$ cat config.mk
export PLATFORM = sky130hd
export DESIGN_NAME = video_timing_gen
export DESIGN_NICKNAME = d
export VERILOG_FILES = /design/src/rtl/video_timing_gen.sv
export SDC_FILE = /design/constraint.sdc
export NUM_CORES = 1
export LEC_CHECK = 0
export CAP_MARGIN = 0
export CORE_MARGIN = 8
export CORE_UTILIZATION = 35
export CTS_CLUSTER_DIAMETER = 30
export DETAILED_ROUTE_END_ITERATION = 7
export PLACE_DENSITY = 0.51
export SYNTH_ARGS = -nofsm -noshare
export SYNTH_HDL_FRONTEND = slang
export SYNTH_SLANG_ARGS = --single-unit
$ cat constraint.sdc
create_clock -name clk -period 4.6 [get_ports clk]
set_input_delay 0.92 -clock clk [delete_from_list [all_inputs] [get_ports clk]]
set_output_delay 0.92 -clock clk [all_outputs]
set_load 0.03 [all_outputs]
$ cat src/rtl/video_timing_gen.sv
// Raster timing generator: waits for a settled PLL lock, then runs the h/v counters and
// drives registered, mutually aligned sync/de/coordinate outputs.
module video_timing_gen #(
  parameter int H_ACTIVE  = 640,
  parameter int H_FP      = 16,
  parameter int H_SYNC    = 96,
  parameter int H_BP      = 48,
  parameter int V_ACTIVE  = 480,
  parameter int V_FP      = 10,
  parameter int V_SYNC    = 2,
  parameter int V_BP      = 33,
  parameter bit HSYNC_POL = 1'b0,
  parameter bit VSYNC_POL = 1'b0,
  parameter int LOCK_WAIT = 1024
) (
  input  logic        clk,
  input  logic        rst_n,
  input  logic        locked,
  output logic        hsync,
  output logic        vsync,
  output logic        de,
  output logic [11:0] x,
  output logic [11:0] y,
  output logic        line_start,
  output logic        frame_start,
  output logic        running
);

  localparam int H_TOTAL = H_ACTIVE + H_FP + H_SYNC + H_BP;
  localparam int V_TOTAL = V_ACTIVE + V_FP + V_SYNC + V_BP;
  localparam int CW      = (LOCK_WAIT > 1) ? $clog2(LOCK_WAIT + 1) : 1;

  localparam logic [1:0] S_WAIT   = 2'd0;
  localparam logic [1:0] S_SETTLE = 2'd1;
  localparam logic [1:0] S_RUN    = 2'd2;

  logic          lk_meta_q, lk_q;
  logic [1:0]    state_q, state_d;
  logic [CW-1:0] cnt_q, cnt_d;
  logic [11:0]   h_q, h_d, v_q, v_d;

  logic          hsync_q, hsync_d, vsync_q, vsync_d, de_q, de_d;
  logic          line_q, line_d, frame_q, frame_d, run_q, run_d;
  logic [11:0]   x_q, x_d, y_q, y_d;

  always_ff @(posedge clk) begin
    if (!rst_n) begin
      lk_meta_q <= 1'b0;
      lk_q      <= 1'b0;
    end else begin
      lk_meta_q <= locked;
      lk_q      <= lk_meta_q;
    end
  end

  // The WAIT_LOCK cycle that first sees lk=1 is already the first settle cycle.
  always_comb begin
    state_d = state_q;
    cnt_d   = cnt_q;
    h_d     = h_q;
    v_d     = v_q;
    case (state_q)
      S_WAIT: begin
        cnt_d = '0;
        if (lk_q) begin
          if (LOCK_WAIT <= 1) begin
            state_d = S_RUN;
            h_d     = '0;
            v_d     = '0;
          end else begin
            state_d = S_SETTLE;
            cnt_d   = CW'(1);
          end
        end
      end
      S_SETTLE: begin
        if (!lk_q) begin
          state_d = S_WAIT;
          cnt_d   = '0;
        end else if (cnt_q == CW'(LOCK_WAIT - 1)) begin
          state_d = S_RUN;
          cnt_d   = '0;
          h_d     = '0;
          v_d     = '0;
        end else begin
          cnt_d = cnt_q + CW'(1);
        end
      end
      S_RUN: begin
        if (!lk_q) begin
          state_d = S_WAIT;
          h_d     = '0;
          v_d     = '0;
        end else if (h_q == 12'(H_TOTAL - 1)) begin
          h_d = '0;
          v_d = (v_q == 12'(V_TOTAL - 1)) ? 12'd0 : v_q + 12'd1;
        end else begin
          h_d = h_q + 12'd1;
        end
      end
      default: state_d = S_WAIT;
    endcase
  end

  // Output decode gates on lk directly so a lost lock idles the outputs one cycle earlier.
  always_comb begin
    de_d    = 1'b0;
    hsync_d = ~HSYNC_POL;
    vsync_d = ~VSYNC_POL;
    x_d     = '0;
    y_d     = '0;
    line_d  = 1'b0;
    frame_d = 1'b0;
    run_d   = 1'b0;
    if (state_q == S_RUN && lk_q) begin
      de_d    = ({1'b0, h_q} < 13'(H_ACTIVE)) && ({1'b0, v_q} < 13'(V_ACTIVE));
      hsync_d = (({1'b0, h_q} >= 13'(H_ACTIVE + H_FP)) &&
                 ({1'b0, h_q} <  13'(H_ACTIVE + H_FP + H_SYNC))) ? HSYNC_POL : ~HSYNC_POL;
      vsync_d = (({1'b0, v_q} >= 13'(V_ACTIVE + V_FP)) &&
                 ({1'b0, v_q} <  13'(V_ACTIVE + V_FP + V_SYNC))) ? VSYNC_POL : ~VSYNC_POL;
      x_d     = h_q;
      y_d     = v_q;
      line_d  = (h_q == 12'd0);
      frame_d = (h_q == 12'd0) && (v_q == 12'd0);
      run_d   = 1'b1;
    end
  end

  always_ff @(posedge clk) begin
    if (!rst_n) begin
      state_q <= S_WAIT;
      cnt_q   <= '0;
      h_q     <= '0;
      v_q     <= '0;
      de_q    <= 1'b0;
      hsync_q <= ~HSYNC_POL;
      vsync_q <= ~VSYNC_POL;
      x_q     <= '0;
      y_q     <= '0;
      line_q  <= 1'b0;
      frame_q <= 1'b0;
      run_q   <= 1'b0;
    end else begin
      state_q <= state_d;
      cnt_q   <= cnt_d;
      h_q     <= h_d;
      v_q     <= v_d;
      de_q    <= de_d;
      hsync_q <= hsync_d;
      vsync_q <= vsync_d;
      x_q     <= x_d;
      y_q     <= y_d;
      line_q  <= line_d;
      frame_q <= frame_d;
      run_q   <= run_d;
    end
  end

  assign hsync       = hsync_q;
  assign vsync       = vsync_q;
  assign de          = de_q;
  assign x           = x_q;
  assign y           = y_q;
  assign line_start  = line_q;
  assign frame_start = frame_q;
  assign running     = run_q;

endmodule

-- Yosys cells after proc, flatten, opt, wreduce, memory -nomap -nowiden
Cells that the tools add are included.
- register bits after elaboration: 69
- add/sub/neg operators: 3
- magnitude comparators: 6
- equality and inequality tests: 11
- mux-type cells: 21
- reductions and logical operators: 14
- operator list (kind ; number):
    two-way mux 12 bit ; 7
    one-hot mux 12 bit (2 select lines) ; 2
    adder 12 x 1 -> 12 bit (second input constant) ; 2
    equality test 12 x 10 -> 1 bit (second input constant) ; 2
    zero test 12 bit ; 2
    less-than comparator 12 x 10 -> 1 bit (second input constant) ; 2
    less-than comparator 12 x 9 -> 1 bit (second input constant) ; 2
    two-way mux 11 bit ; 2
    one-hot mux 11 bit (2 select lines) ; 1
    greater-or-equal comparator 12 x 10 -> 1 bit (second input constant) ; 1
    greater-or-equal comparator 12 x 9 -> 1 bit (second input constant) ; 1
    adder 11 x 1 -> 11 bit (second input constant) ; 1
    equality test 11 x 10 -> 1 bit (second input constant) ; 1
    two-way mux 2 bit ; 4
    != test 2 bit (second input constant) ; 4
    != test 3 bit (second input constant) ; 2
    one-hot mux 2 bit (3 select lines) ; 1
    AND reduction 3 bit ; 2
    logical AND 1 bit ; 5
    two-way mux 1 bit ; 4
    AND reduction 4 bit ; 1
    nonzero test 2 bit ; 2
    equality test 2 x 1 -> 1 bit (second input constant) ; 1
    equality test 2 bit (second input constant) ; 1
    2 further kinds ; 2

-- Logic depth before layout (Yosys ltp)
Gate-level depths: netlist of the first run.
- depth after elaboration: 5
- gate-level depth with buffers: 8

-- Least setup slack after synthesis of the first run
Ideal clock, no wire load.
- path kind: register -> register
- start: register h_q[5]
- end: register v_q[6]
- library setup time: 0.071 ns
- data arrival time: 2.063 ns
- required time: 4.529 ns
- slack: 2.466 ns
- stages on the path, launching flop included: 7
- path buffers: 1
- period minus slack after synthesis: 2.134 ns
- path through: dfxtp_1 > or4_4 > nor4_4 > o221ai_2 > buf_6 > or4_1 > a21oi_1
- cells in the longest elaborated chain, start to end: 3
- RTL lines (what ; line ; text):
    start: declaration ; 40 ; logic [11:0] h_q, h_d, v_q, v_d;
    start signal: assignment ; 133 ; h_q <= '0;
    start signal: assignment ; 146 ; h_q <= h_d;
    equality test 12 x 10 -> 1 bit ; 94 ; end else if (h_q == 12'(H_TOTAL - 1)) begin
    != test 3 bit (no line) ; n/a ;
    AND reduction 4 bit (no line) ; n/a ;
    end signal: assignment ; 147 ; v_q <= v_d;
    end: declaration ; 40 ;
Every way passes these cells.
A chain may end at the register's enable or synchronous reset.

-- Worst setup path after layout of the first run
- start: register state_q[1]
- end: register frame_q (netlist: frame_start)
- cells in the longest elaborated chain, start to end: 3
- RTL lines (what ; line ; text):
    start: declaration ; 38 ; logic [1:0] state_q, state_d;
    start signal: assignment ; 144 ; state_q <= state_d;
    equality test 2 bit ; 115 ; if (state_q == S_RUN && lk_q) begin
    logical AND 1 bit ; 115 ;
    AND reduction 2 bit (no line) ; n/a ;
    end signal: assignment ; 154 ; frame_q <= frame_d;
    end: declaration ; 43 ; logic line_q, line_d, frame_q, frame_d, run_q, run_d;
Every way passes these cells.

==> results.txt, run 1 <==
----------------------------------------------------
[Power]
  Int Power ... 847 uW
  Max VDD drop ... 0.140 mV
  Leakage ... 0.00127 uW
  Sequential share of power ... 0.557
  Net switching power of the design ... 229 uW
  Total power after layout ... 1080 uW
  Comb pwr share ... 0.014
  Clock share of power ... 0.430
  Sw Share ... 0.213
  Power Dens Cells ... 307 mW/mm^2

[Logic synthesis]
  Simple-gate share of the synthesized area ... 0.301
  Proportion of synthesized chip area in sequential cells ... 0.467
  Distinct cell type count of the synthesized netlist ... 50
  Synthesis warning total ... 0
  Synthesized-area fraction occupied by xor and xnor cells ... 0.00592
  Synth area leader ... dfxtp_1
  Number of storage elements in the synthesis netlist ... 69
  Most area-consuming cells after synthesis ... dfxtp_1 (47%), and3_1 (4.7%), nand2_1 (3.9%)
  Synthesized netlist cell count ... 334
  Compound-gate portion of the synthesized area ... 0.160
  Share of synthesized cell area in full adder, half adder and majority cells ... 0.0212
  Post-Syn Area per Cell ... 8.85 um^2
  Number of enable flip-flop cells after synthesis ... 0
  Fraction of synthesized cell area taken by the top area cell type ... 0.467
  Mux share of post-synthesis cell area ... 0.00381
  Dominant combinational cell family by area after synthesis ... simple AND/OR/NAND/NOR gates
  Synth Net Count ... 342
  Proportion of register bits with asynchronous set or reset after synthesis ... 0
  Predominant post-synthesis flop cell ... dfxtp_1
  Cell area after synthesis ... 0.00296 mm^2

[Timing]
  Final period demand of the worst path ... 2.93 ns
  Setup_tns ... 0 ns
  Max Freq ... 342 MHz
  Final setup violation count ... 0
  Max-slew headroom ... 0.303
  Final setup skew ... 0.00736 ns
  Post-Route Hold Slack ... 0.434 ns
  Final count of hold timing violations ... 0
  Ratio of final minimum period to clock period ... 0.636
  Final setup slack of the worst path ... 1.67 ns
  Pins over their slew limit ... 0
  Unrepaired setup endpoints after global routing ... false
  Measured slew at the worst slew-check pin ... 1.05 ns

[Routing]
  Vias per Instance ... 5.38
  Post-DR wirelength/cell ... 15.2 um
  Vias after detailed routing ... 2507
  Routed Antenna Nets ... 0
  First drt pass iteration count ... 4
  Drt drc ... 0
  DRT Wirelength ... 7080 um
  Drt initial violations ... 132

[Die]
  Number of top-level pins ... 33
  Area of the core region ... 0.00822 mm^2
  Vertical die dimension ... 108 um
  Die ar. ... 0.0116 mm^2
  Starting density of the core ... 0.360
  Total number of placement rows ... 33
  Floorplan die width ... 108 um

[Clocking]
  Total number of H-tree levels ... 3
  Post-CTS Hold Fix Bufs ... 0
  Number of buffers added by the clock tree synthesis step ... 9
  Skew-Pair Late Insertion Delay ... 0.34 ns
  Worst-path clk slew ... 0.07 ns
  CTS sink cnt ... 69
  Number of buffers inserted by post-CTS setup repair ... 0
  Clock tree root buffer cell ... clkbuf_8
  Clock tree from TritonCTS ... yes
  Buffer levels on the longest clock path ... 2
  Total of cells resized after clock tree synthesis ... 0

[Global route]
  Total global routing track utilization ... 0.127
  Grt ovf ... 0
  Number of global-route vias before repair ... 2406
  Initial antenna violation count ... 0
  Wire length of the first global-routing pass ... 11900 um
  Maximum number of pins on one net before global-route repair ... 29

[Final layout]
  Cell area after layout ... 0.00351 mm^2
  Antenna fix cells ... 0
  # fillers ... 843
  Count of nets after finishing ... 365
  Area growth syn-to-layout ... 18.7%
  Layout cells sized above 1 ... 0.0720

[Placement]
  Placed Area ... 0.00333 mm^2
  Setup WS pre-CTS ... 1.53 ns
  Detailed-placement wirelength estimate ... 4800 um
  Number of buffer cells added on primary ports ... 32
  Placer's final routability congestion estimate ... 0.786

[Critical path]
  Endpoint arrival time on the critical path ... 3.16 ns
  Worst Setup Start Kind ... register
  FF-to-FF Start ... state_q[1]$_SDFFE_PN0P_
  Master of the slowest instance on the critical path ... and2_1
  Delay of the slowest cell on the worst path ... 0.78 ns
  Setup CP Type ... register to register
  Chain of cells forming the critical path ... nor2b_1 -> and2_1 -> nand2_1 -> nor4_1 -> nor4b_1
  Critical path origin ... state_q[1]$_SDFFE_PN0P_
  Worst-path fanout max ... 28
  Crit. End Element ... register
  CP Data Required Time ... 4.83 ns

[Flow run]
  Max-cap viol count ... 0

[Worst hold path]
  Start point of the worst hold path ... lk_meta_q$_SDFF_PN0_
  Class of the tightest hold or removal check ... register to register

[Run status]
  Status ... finished clean

----------------------------------------------------
per-stage QoR:
stage	cells	util
finish	466	0.427
global route	466	0.427
CTS	466	0.427
detailed placement	451	0.405
global placement	451	0.405
floorplan	334	-
area by class of cell:
cell class / instances / area [um^2] / share of cell area
multi-input cells: 236 / 1460 / 0.415
inverters: 7 / 26.3 / 0.00749
clock buffers: 10 / 128 / 0.0364
flip-flops and latches: 69 / 1380 / 0.394
well taps: 105 / 131 / 0.0374
clock inverters: 5 / 52.6 / 0.0150
repair buffers: 34 / 335 / 0.0955
final timing paths:
path                            endpoint  slack [ns]  depth (start not counted)
setup / recovery  frame_start$_SDFF_PN0_        1.67                          5
hold / removal           lk_q$_SDFF_PN0_        0.43                          1
setup reg to reg  frame_start$_SDFF_PN0_        1.67                          5
hold reg to reg          lk_q$_SDFF_PN0_        0.43                          1
worst max-delay path, delay by kind of cell, from the launching register on:
family | cells | cell delay, ns
AND/OR/NAND/NOR | 5 | 2.29
flip-flops | 1 | 0.53
sequential cells by signal (all words and copies together) (netlist names):
register     cells
y               12
hsync            1
cnt_q           11
lk_q             1
h_q             12
x               12
running          1
lk_meta_q        1
v_q             12
frame_start      1
vsync            1
state_q          2
de               1
line_start       1
layout by cell type, fill, tap and decap left out, types with 4 or more instances in the layout:
cell type	n
dfxtp_1	69
clkdlybuf4s50_1	32
nand2_1	31
nor2_1	25
and3_1	22
a21oi_1	20
nand3_1	18
o21ai_0	10
nor3_1	9
clkbuf_8	9
or3_1	8
inv_1	6
nor4_1	6
or4_1	6
a31oi_1	6
a311oi_1	5
nor2b_1	5
and2_1	5
ha_1	5
a41oi_1	4
o211a_1	4
nand2b_1	4
o211ai_1	4
kinds of logic after synthesis:
group           after synthesis
simple gates                159
compound gates               69
flops                        69
xor+xnor                      2
fa+ha+maj                     5
buf+inv                      29
mux                           1
metal layers:
metal / global-route usage / share of wire / wire length, um / vias to the layer above
met3: 0.0263 / 0.055 / 391 / 11
met4: 0.0535 / 0.015 / 106 / 0
met5: 0 / 0 / 0 / -
met1: 0.171 / 0.50 / 3510 / 1170
li1: - / - / - / 1270
met2: 0.193 / 0.43 / 3080 / 56
power by group through the flow:
stage | clock, uW | combinational (uW) | sequential [uW]
after floorplan | 0 | 8.97 | 613
after global placement | 0 | 14.5 | 613
after global routing | 506 | 15.9 | 599
after CTS | 479 | 15.0 | 599
after detailed placement | 0 | 15.0 | 613
final | 462 | 14.7 | 599
synthesized netlist by cell type (2+ instances only):
cell / n
nor2_1: 25
nand2_1: 31
nand4_1: 3
a31oi_1: 6
nor3_1: 9
inv_1: 6
ha_1: 5
o211ai_1: 4
or2_2: 2
buf_2: 3
o22ai_1: 3
a21oi_1: 20
dfxtp_1: 69
clkbuf_1: 18
or3_1: 8
a41oi_1: 4
nor2b_1: 5
o21ai_0: 10
o221a_2: 2
or4_1: 6
and2_1: 5
nor4_1: 6
and4_1: 2
and3_1: 22
nand4b_1: 3
nand3b_1: 3
a311oi_1: 5
nand2b_1: 4
xor2_1: 2
o211a_1: 4
a22oi_1: 2
nor4_4: 2
nand3_1: 18
Note: power is estimated with default switching activity, not from simulation.
==> run 2: changes to the inputs <==
- clock period: 4.6 -> 2.8 ns (I/O delays scaled with it)
==> run 2 against run 1 <==
Cell count is 1.3% higher. Wire length is 3.0% higher. Critical path depth is 1 higher. Die area stayed put. Highest routed layer unchanged. Clock skew is 0.0034 ns higher. Sequential share of layout area is 0.54 points lower.
==> results.txt, run 2 (synthesis results as in run 1) <==
----------------------------------------------------
[Run status]
  Status ... finished clean

[Power]
  Comb pwr share ... 0.014 (about the same)
  Power Dens Cells ... 504 mW/mm^2 (+64%)
  Max VDD drop ... 0.223 mV (+59%)
  Sw Share ... 0.219 (+0.00638)
  Int Power ... 1400 uW (+65%)
  Total power after layout ... 1790 uW (+67%)
  Leakage ... 0.00130 uW (+1.9%)
  Clock share of power ... 0.437 (+0.007)
  Net switching power of the design ... 394 uW (+72%)
  Sequential share of power ... 0.549 (-0.008)

[Critical path]
  CP Data Required Time ... 3.07 ns (-1.76 ns)
  Master of the slowest instance on the critical path ... or4_1
  Count of buffering cells on the critical path with inverters included ... 0 (unchanged)
  Setup CP Type ... register to register
  Critical path's top delay family ... simple AND/OR/NAND/NOR gates
  Chain of cells forming the critical path ... ha_1 -> nand3_1 -> nor4_4 -> o221ai_2 -> or4_1 -> a31oi_1
  Crit. End Element ... register
  Endpoint arrival time on the critical path ... 2.70 ns (-0.46 ns)
  Worst-path fanout max ... 11 (-61%)
  FF-to-FF Start ... cnt_q[0]$_SDFFE_PN0P_
  Delay of the slowest cell on the worst path ... 0.55 ns (-0.23 ns)
  Critical path origin ... cnt_q[0]$_SDFFE_PN0P_
  Worst Setup Start Kind ... register

[Timing]
  Setup_tns ... 0 ns (unchanged)
  Unrepaired setup endpoints after global routing ... false
  Ratio of final minimum period to clock period ... 0.867 (+0.231)
  Final setup skew ... 0.0108 ns (+0.00341 ns)
  Final period demand of the worst path ... 2.43 ns (-0.497 ns)
  Max Freq ... 412 MHz (+20%)
  Measured slew at the worst slew-check pin ... 1.09 ns (+0.0455 ns)
  Max-slew headroom ... 0.273 (-0.0304)
  Final setup violation count ... 0 (unchanged)
  Final setup slack of the worst path ... 0.371 ns (-1.30 ns)
  Final count of hold timing violations ... 0 (unchanged)
  Pins over their slew limit ... 0 (unchanged)

[Clocking]
  Worst-path clk slew ... 0.07 ns (about the same)
  Total of cells resized after clock tree synthesis ... 0 (unchanged)
  Total number of H-tree levels ... 3 (unchanged)
  Buffer levels on the longest clock path ... 2 (unchanged)
  Skew-Pair Late Insertion Delay ... 0.34 ns (about the same)
  Clock tree from TritonCTS ... yes
  Number of buffers inserted by post-CTS setup repair ... 0 (unchanged)
  Post-CTS Hold Fix Bufs ... 0 (unchanged)
  CTS sink cnt ... 69 (unchanged)
  Clock tree root buffer cell ... clkbuf_8
  Number of buffers added by the clock tree synthesis step ... 9 (unchanged)

[Routing]
  First drt pass iteration count ... 4 (unchanged)
  Detailed route wirelength on metal3 ... 520 um (+33%)
  Vias after detailed routing ... 2568 (+2.4%)
  Max layer used ... met4
  Post-DR wirelength/cell ... 15.5 um (+1.7%)
  Drt drc ... 0 (unchanged)
  Vias per Instance ... 5.44 (+1.1%)
  DRT Wirelength ... 7300 um (+3.0%)
  Drt initial violations ... 105 (-20%)
  Detailed-routed wire length on met2 ... 3300 um (+7.2%)
  Routed metal-1 wire length ... 3390 um (-3.3%)
  Routed Antenna Nets ... 0 (unchanged)

[Global route]
  Maximum number of pins on one net before global-route repair ... 26 (-10%)
  Number of global-route vias before repair ... 2381 (-1.0%)
  Grt ovf ... 0 (unchanged)
  Wire length of the first global-routing pass ... 12200 um (+1.8%)
  Total global routing track utilization ... 0.129 (+0.00180)
  Initial antenna violation count ... 0 (unchanged)

[Final layout]
  Antenna fix cells ... 0 (unchanged)
  # fillers ... 835 (-0.95%)
  Most frequent standard cell in the layout excluding fill and tap cells ... dfxtp_1
  Area growth syn-to-layout ... 20.4%
  Count of nets after finishing ... 370 (+1.4%)
  Top library cells by usage in the layout, fill and taps aside ... dfxtp_1 (69), clkdlybuf4s50_1 (32), nand2_1 (31), nor2_1 (25), and3_1 (22)
  Layout cells sized above 1 ... 0.0872 (+0.0152)

[Die]
  Area of the core region ... 0.00822 mm^2 (unchanged)
  Starting density of the core ... 0.360 (unchanged)
  Total number of placement rows ... 33 (unchanged)
  Die ar. ... 0.0116 mm^2 (unchanged)
  Vertical die dimension ... 108 um (unchanged)
  Floorplan die width ... 108 um (unchanged)
  Number of top-level pins ... 33 (unchanged)

[Placement]
  Placer's final routability congestion estimate ... 0.831 (+5.7%)
  Detailed-placement wirelength estimate ... 5040 um (+5.1%)
  Number of buffer cells added on primary ports ... 32 (unchanged)
  Setup WS pre-CTS ... 0.415 ns (-1.12 ns)

[Flow run]
  Max-cap viol count ... 0 (unchanged)

[Worst hold path]
  Start point of the worst hold path ... lk_meta_q$_SDFF_PN0_
  Class of the tightest hold or removal check ... register to register

----------------------------------------------------
## run 2: cell types whose count changed in the layout (fill, tap and decap cells not counted)
| cell | before | now |
|---|---|---|
| clkinvlp_4 | 1 | 2 |
| buf_4 | 2 | 7 |
| clkinv_2 | 3 | 2 |
| clkinv_4 | 0 | 1 |
## run 2: through the flow
step                utilization  hold WS [ns]  std cells  instance area, um^2
floorplan                     -         0.412        334                 2960
global route              0.433         0.458        472                 3560
detailed placement        0.410         0.422        456                 3370
global placement          0.410         0.415        456                 3370
finish                    0.433         0.440        472                 3560
CTS                       0.433         0.441        472                 3560
## run 2: final timing paths
path	slack, ns	depth (start not counted)	endpoint
max	0.37	6	v_q[9]$_SDFFE_PN0P_
min reg2reg	0.44	1	lk_q$_SDFF_PN0_
max reg2reg	0.37	6	v_q[9]$_SDFFE_PN0P_
min	0.44	1	lk_q$_SDFF_PN0_
## run 2: worst register-to-register path, delay by kind of cell (launching register included)
family | cells | cell delay (ns)
AOI/OAI and AO/OA | 2 | 0.46
adders and majority gates | 1 | 0.23
and+or+nand+nor | 3 | 1.25
DFF | 1 | 0.43
## run 2: final cells by class
| class | count | area (um^2) | area share |
|---|---|---|---|
| sequential | 69 | 1380 | 0.388 |
| multi-input combinational | 236 | 1460 | 0.409 |
| clock inverter | 6 | 63.8 | 0.0179 |
| clock buffer | 10 | 128 | 0.0359 |
| tap | 105 | 131 | 0.0369 |
| timing repair buffer | 39 | 373 | 0.105 |
| inverter | 7 | 26.3 | 0.00738 |
## run 2: metal layers
| layer | vias up | track usage |
|---|---|---|
| met5 | - | 0 |
| met4 | 0 | 0.0555 |
| met3 | 7 | 0.0317 |
| met2 | 76 | 0.198 |
| met1 | 1201 | 0.168 |
| li1 | 1284 | - |
## run 2: power by group through the flow
stage	logic [uW]	registers, uW	clock network [uW]
global placement	25.6	1010	0
CTS	26.1	984	812
detailed placement	26.0	1010	0
floorplan	14.7	1010	0
finish	25.5	985	784
global route	28.3	985	856
==> run 3: changes to the inputs <==
- MAX_ROUTING_LAYER: default -> met4
==> run 3 against run 2 <==
Wire length about the same. Clock skew shrank 0.0013 ns. Final area unchanged. Setup slack improved by 0.0083 ns. Count of clock-buffer cells in the layout unchanged. Critical path depth unchanged. Global-route usage increased by 0.40 points. Maximum frequency is 0.34% higher. Die area unchanged. Register-to-register slack is essentially flat. First-iteration DRC count is 10% lower. Via count down 0.12%. Critical path type unchanged. Largest power group unchanged.
==> results.txt, run 3 (synthesis results as in run 1) <==
----------------------------------------------------
[Run status]
  Status ... finished clean

[Final layout]
  Area growth syn-to-layout ... 20.4% (unchanged)
  Top library cells by usage in the layout, fill and taps aside ... dfxtp_1 (69), clkdlybuf4s50_1 (32), nand2_1 (31), nor2_1 (25), and3_1 (22)
  # fillers ... 835 (unchanged)
  Most frequent standard cell in the layout excluding fill and tap cells ... dfxtp_1
  Layout cells sized above 1 ... 0.0872 (unchanged)
  Multi-input gate area ... 0.00146 mm^2 (unchanged)
  Fin cells ... 472 (unchanged)
  Count of nets after finishing ... 370 (unchanged)
  Antenna fix cells ... 0 (unchanged)
  Sequential Area ... 0.00138 mm^2 (unchanged)

[Die]
  Total number of placement rows ... 33 (unchanged)
  Starting density of the core ... 0.360 (unchanged)
  Floorplan die width ... 108 um (unchanged)
  Number of top-level pins ... 33 (unchanged)
  Vertical die dimension ... 108 um (unchanged)
  Area of the core region ... 0.00822 mm^2 (unchanged)
  Die ar. ... 0.0116 mm^2 (unchanged)

[Critical path]
  Count of buffering cells on the critical path with inverters included ... 0 (unchanged)
  Crit. End Element ... register
  Critical path origin ... cnt_q[0]$_SDFFE_PN0P_
  Endpoint arrival time on the critical path ... 2.69 ns (about the same)
  Worst Setup Start Kind ... register
  Worst-path fanout max ... 11 (unchanged)
  Delay of the slowest cell on the worst path ... 0.55 ns (about the same)
  FF-to-FF Start ... cnt_q[0]$_SDFFE_PN0P_
  Chain of cells forming the critical path ... ha_1 -> nand3_1 -> nor4_4 -> o221ai_2 -> or4_1 -> a31oi_1
  Master of the slowest instance on the critical path ... or4_1
  Setup CP Type ... register to register
  CP Data Required Time ... 3.07 ns (about the same)
  Critical path's top delay family ... simple AND/OR/NAND/NOR gates

[Timing]
  Measured slew at the worst slew-check pin ... 1.09 ns (-0.00383 ns)
  Final count of hold timing violations ... 0 (unchanged)
  Pins over their slew limit ... 0 (unchanged)
  Max Freq ... 413 MHz (+0.34%)
  Max-slew headroom ... 0.275 (+0.00255)
  Final setup violation count ... 0 (unchanged)
  Final period demand of the worst path ... 2.42 ns (-0.00834 ns)
  Final setup skew ... 0.00946 ns (-0.00132 ns)
  Setup_tns ... 0 ns (unchanged)
  Ratio of final minimum period to clock period ... 0.864 (-0.00298)
  Unrepaired setup endpoints after global routing ... false

[Clocking]
  Skew-Pair Late Insertion Delay ... 0.34 ns (about the same)
  Total of cells resized after clock tree synthesis ... 0 (unchanged)
  Clock tree from TritonCTS ... yes
  Worst-path clk slew ... 0.07 ns (about the same)
  Buffer levels on the longest clock path ... 2 (unchanged)
  Clock tree root buffer cell ... clkbuf_8
  Number of buffers inserted by post-CTS setup repair ... 0 (unchanged)
  Number of buffers added by the clock tree synthesis step ... 9 (unchanged)
  Total number of H-tree levels ... 3 (unchanged)
  Post-CTS Hold Fix Bufs ... 0 (unchanged)
  CTS sink cnt ... 69 (unchanged)

[Routing]
  First drt pass iteration count ... 4 (unchanged)
  Vias after detailed routing ... 2565 (-0.12%)
  Post-DR wirelength/cell ... 15.4 um (about the same)
  Drt initial violations ... 94 (-10%)
  Vias per Instance ... 5.43 (-0.12%)
  DRT Wirelength ... 7290 um (about the same)
  Drt drc ... 0 (unchanged)
  Routed Antenna Nets ... 0 (unchanged)

[Worst hold path]
  Start point of the worst hold path ... lk_meta_q$_SDFF_PN0_
  Class of the tightest hold or removal check ... register to register

[Global route]
  Total global routing track utilization ... 0.133 (+0.00395)
  Wire length of the first global-routing pass ... 12200 um (about the same)
  Initial antenna violation count ... 0 (unchanged)
  Maximum number of pins on one net before global-route repair ... 26 (unchanged)
  Grt ovf ... 0 (unchanged)
  Number of global-route vias before repair ... 2383 (+0.084%)

[Power]
  Power Dens Cells ... 504 mW/mm^2 (about the same)
  Max VDD drop ... 0.223 mV (about the same)
  Leakage ... 0.00130 uW (unchanged)

[Placement]
  Number of buffer cells added on primary ports ... 32 (unchanged)
  Cell total after placement ... 456 (unchanged)
  Placer's final routability congestion estimate ... 0.844 (+1.5%)
  Detailed-placement wirelength estimate ... 5040 um (unchanged)

[Flow run]
  Max-cap viol count ... 0 (unchanged)

----------------------------------------------------
## run 3: cell counts in the layout (fill, tap and decap cells not counted)
No cell type changed its count.
## run 3: power by group
part | switching, uW | leakage [uW] | internal (uW)
Sequential | 2.06 | 0.000556 | 983
Clock | 373 | 0.0000923 | 410
Combinational | 17.2 | 0.000647 | 8.14
## run 3: final cells by class
type,count,area share
Inverter,7,0.00738
Timing Repair Buffer,39,0.105
Clock buffer,10,0.0359
Clock inverter,6,0.0179
Tap cell,105,0.0369
Multi-Input combinational cell,236,0.409
Sequential cell,69,0.388
## run 3: final timing paths
check                             end  slack (ns)  cells after the start
setup / recovery  v_q[9]$_SDFFE_PN0P_        0.38                      6
hold / removal        lk_q$_SDFF_PN0_        0.44                      1
setup reg to reg  v_q[9]$_SDFFE_PN0P_        0.38                      6
hold reg to reg       lk_q$_SDFF_PN0_        0.44                      1
## run 3: through the flow
step	hold slack [ns]	area, um^2	utilization	total power (uW)	setup WS (ns)
final	0.440	3560	0.433	1790	0.380
after global routing	0.458	3560	0.433	1870	0.190
after CTS	0.441	3560	0.433	1820	0.396
after detailed placement	0.422	3370	0.410	1030	0.415
after global placement	0.415	3370	0.410	1030	0.481
after floorplan	0.412	2960	-	1020	0.666
## run 3: metal layers
layer | wire (um) | track usage
met1 | 3400 | 0.168
met2 | 3310 | 0.198
met3 | 501 | 0.0317
met4 | 70 | 0.0555
met5 | 0 | -
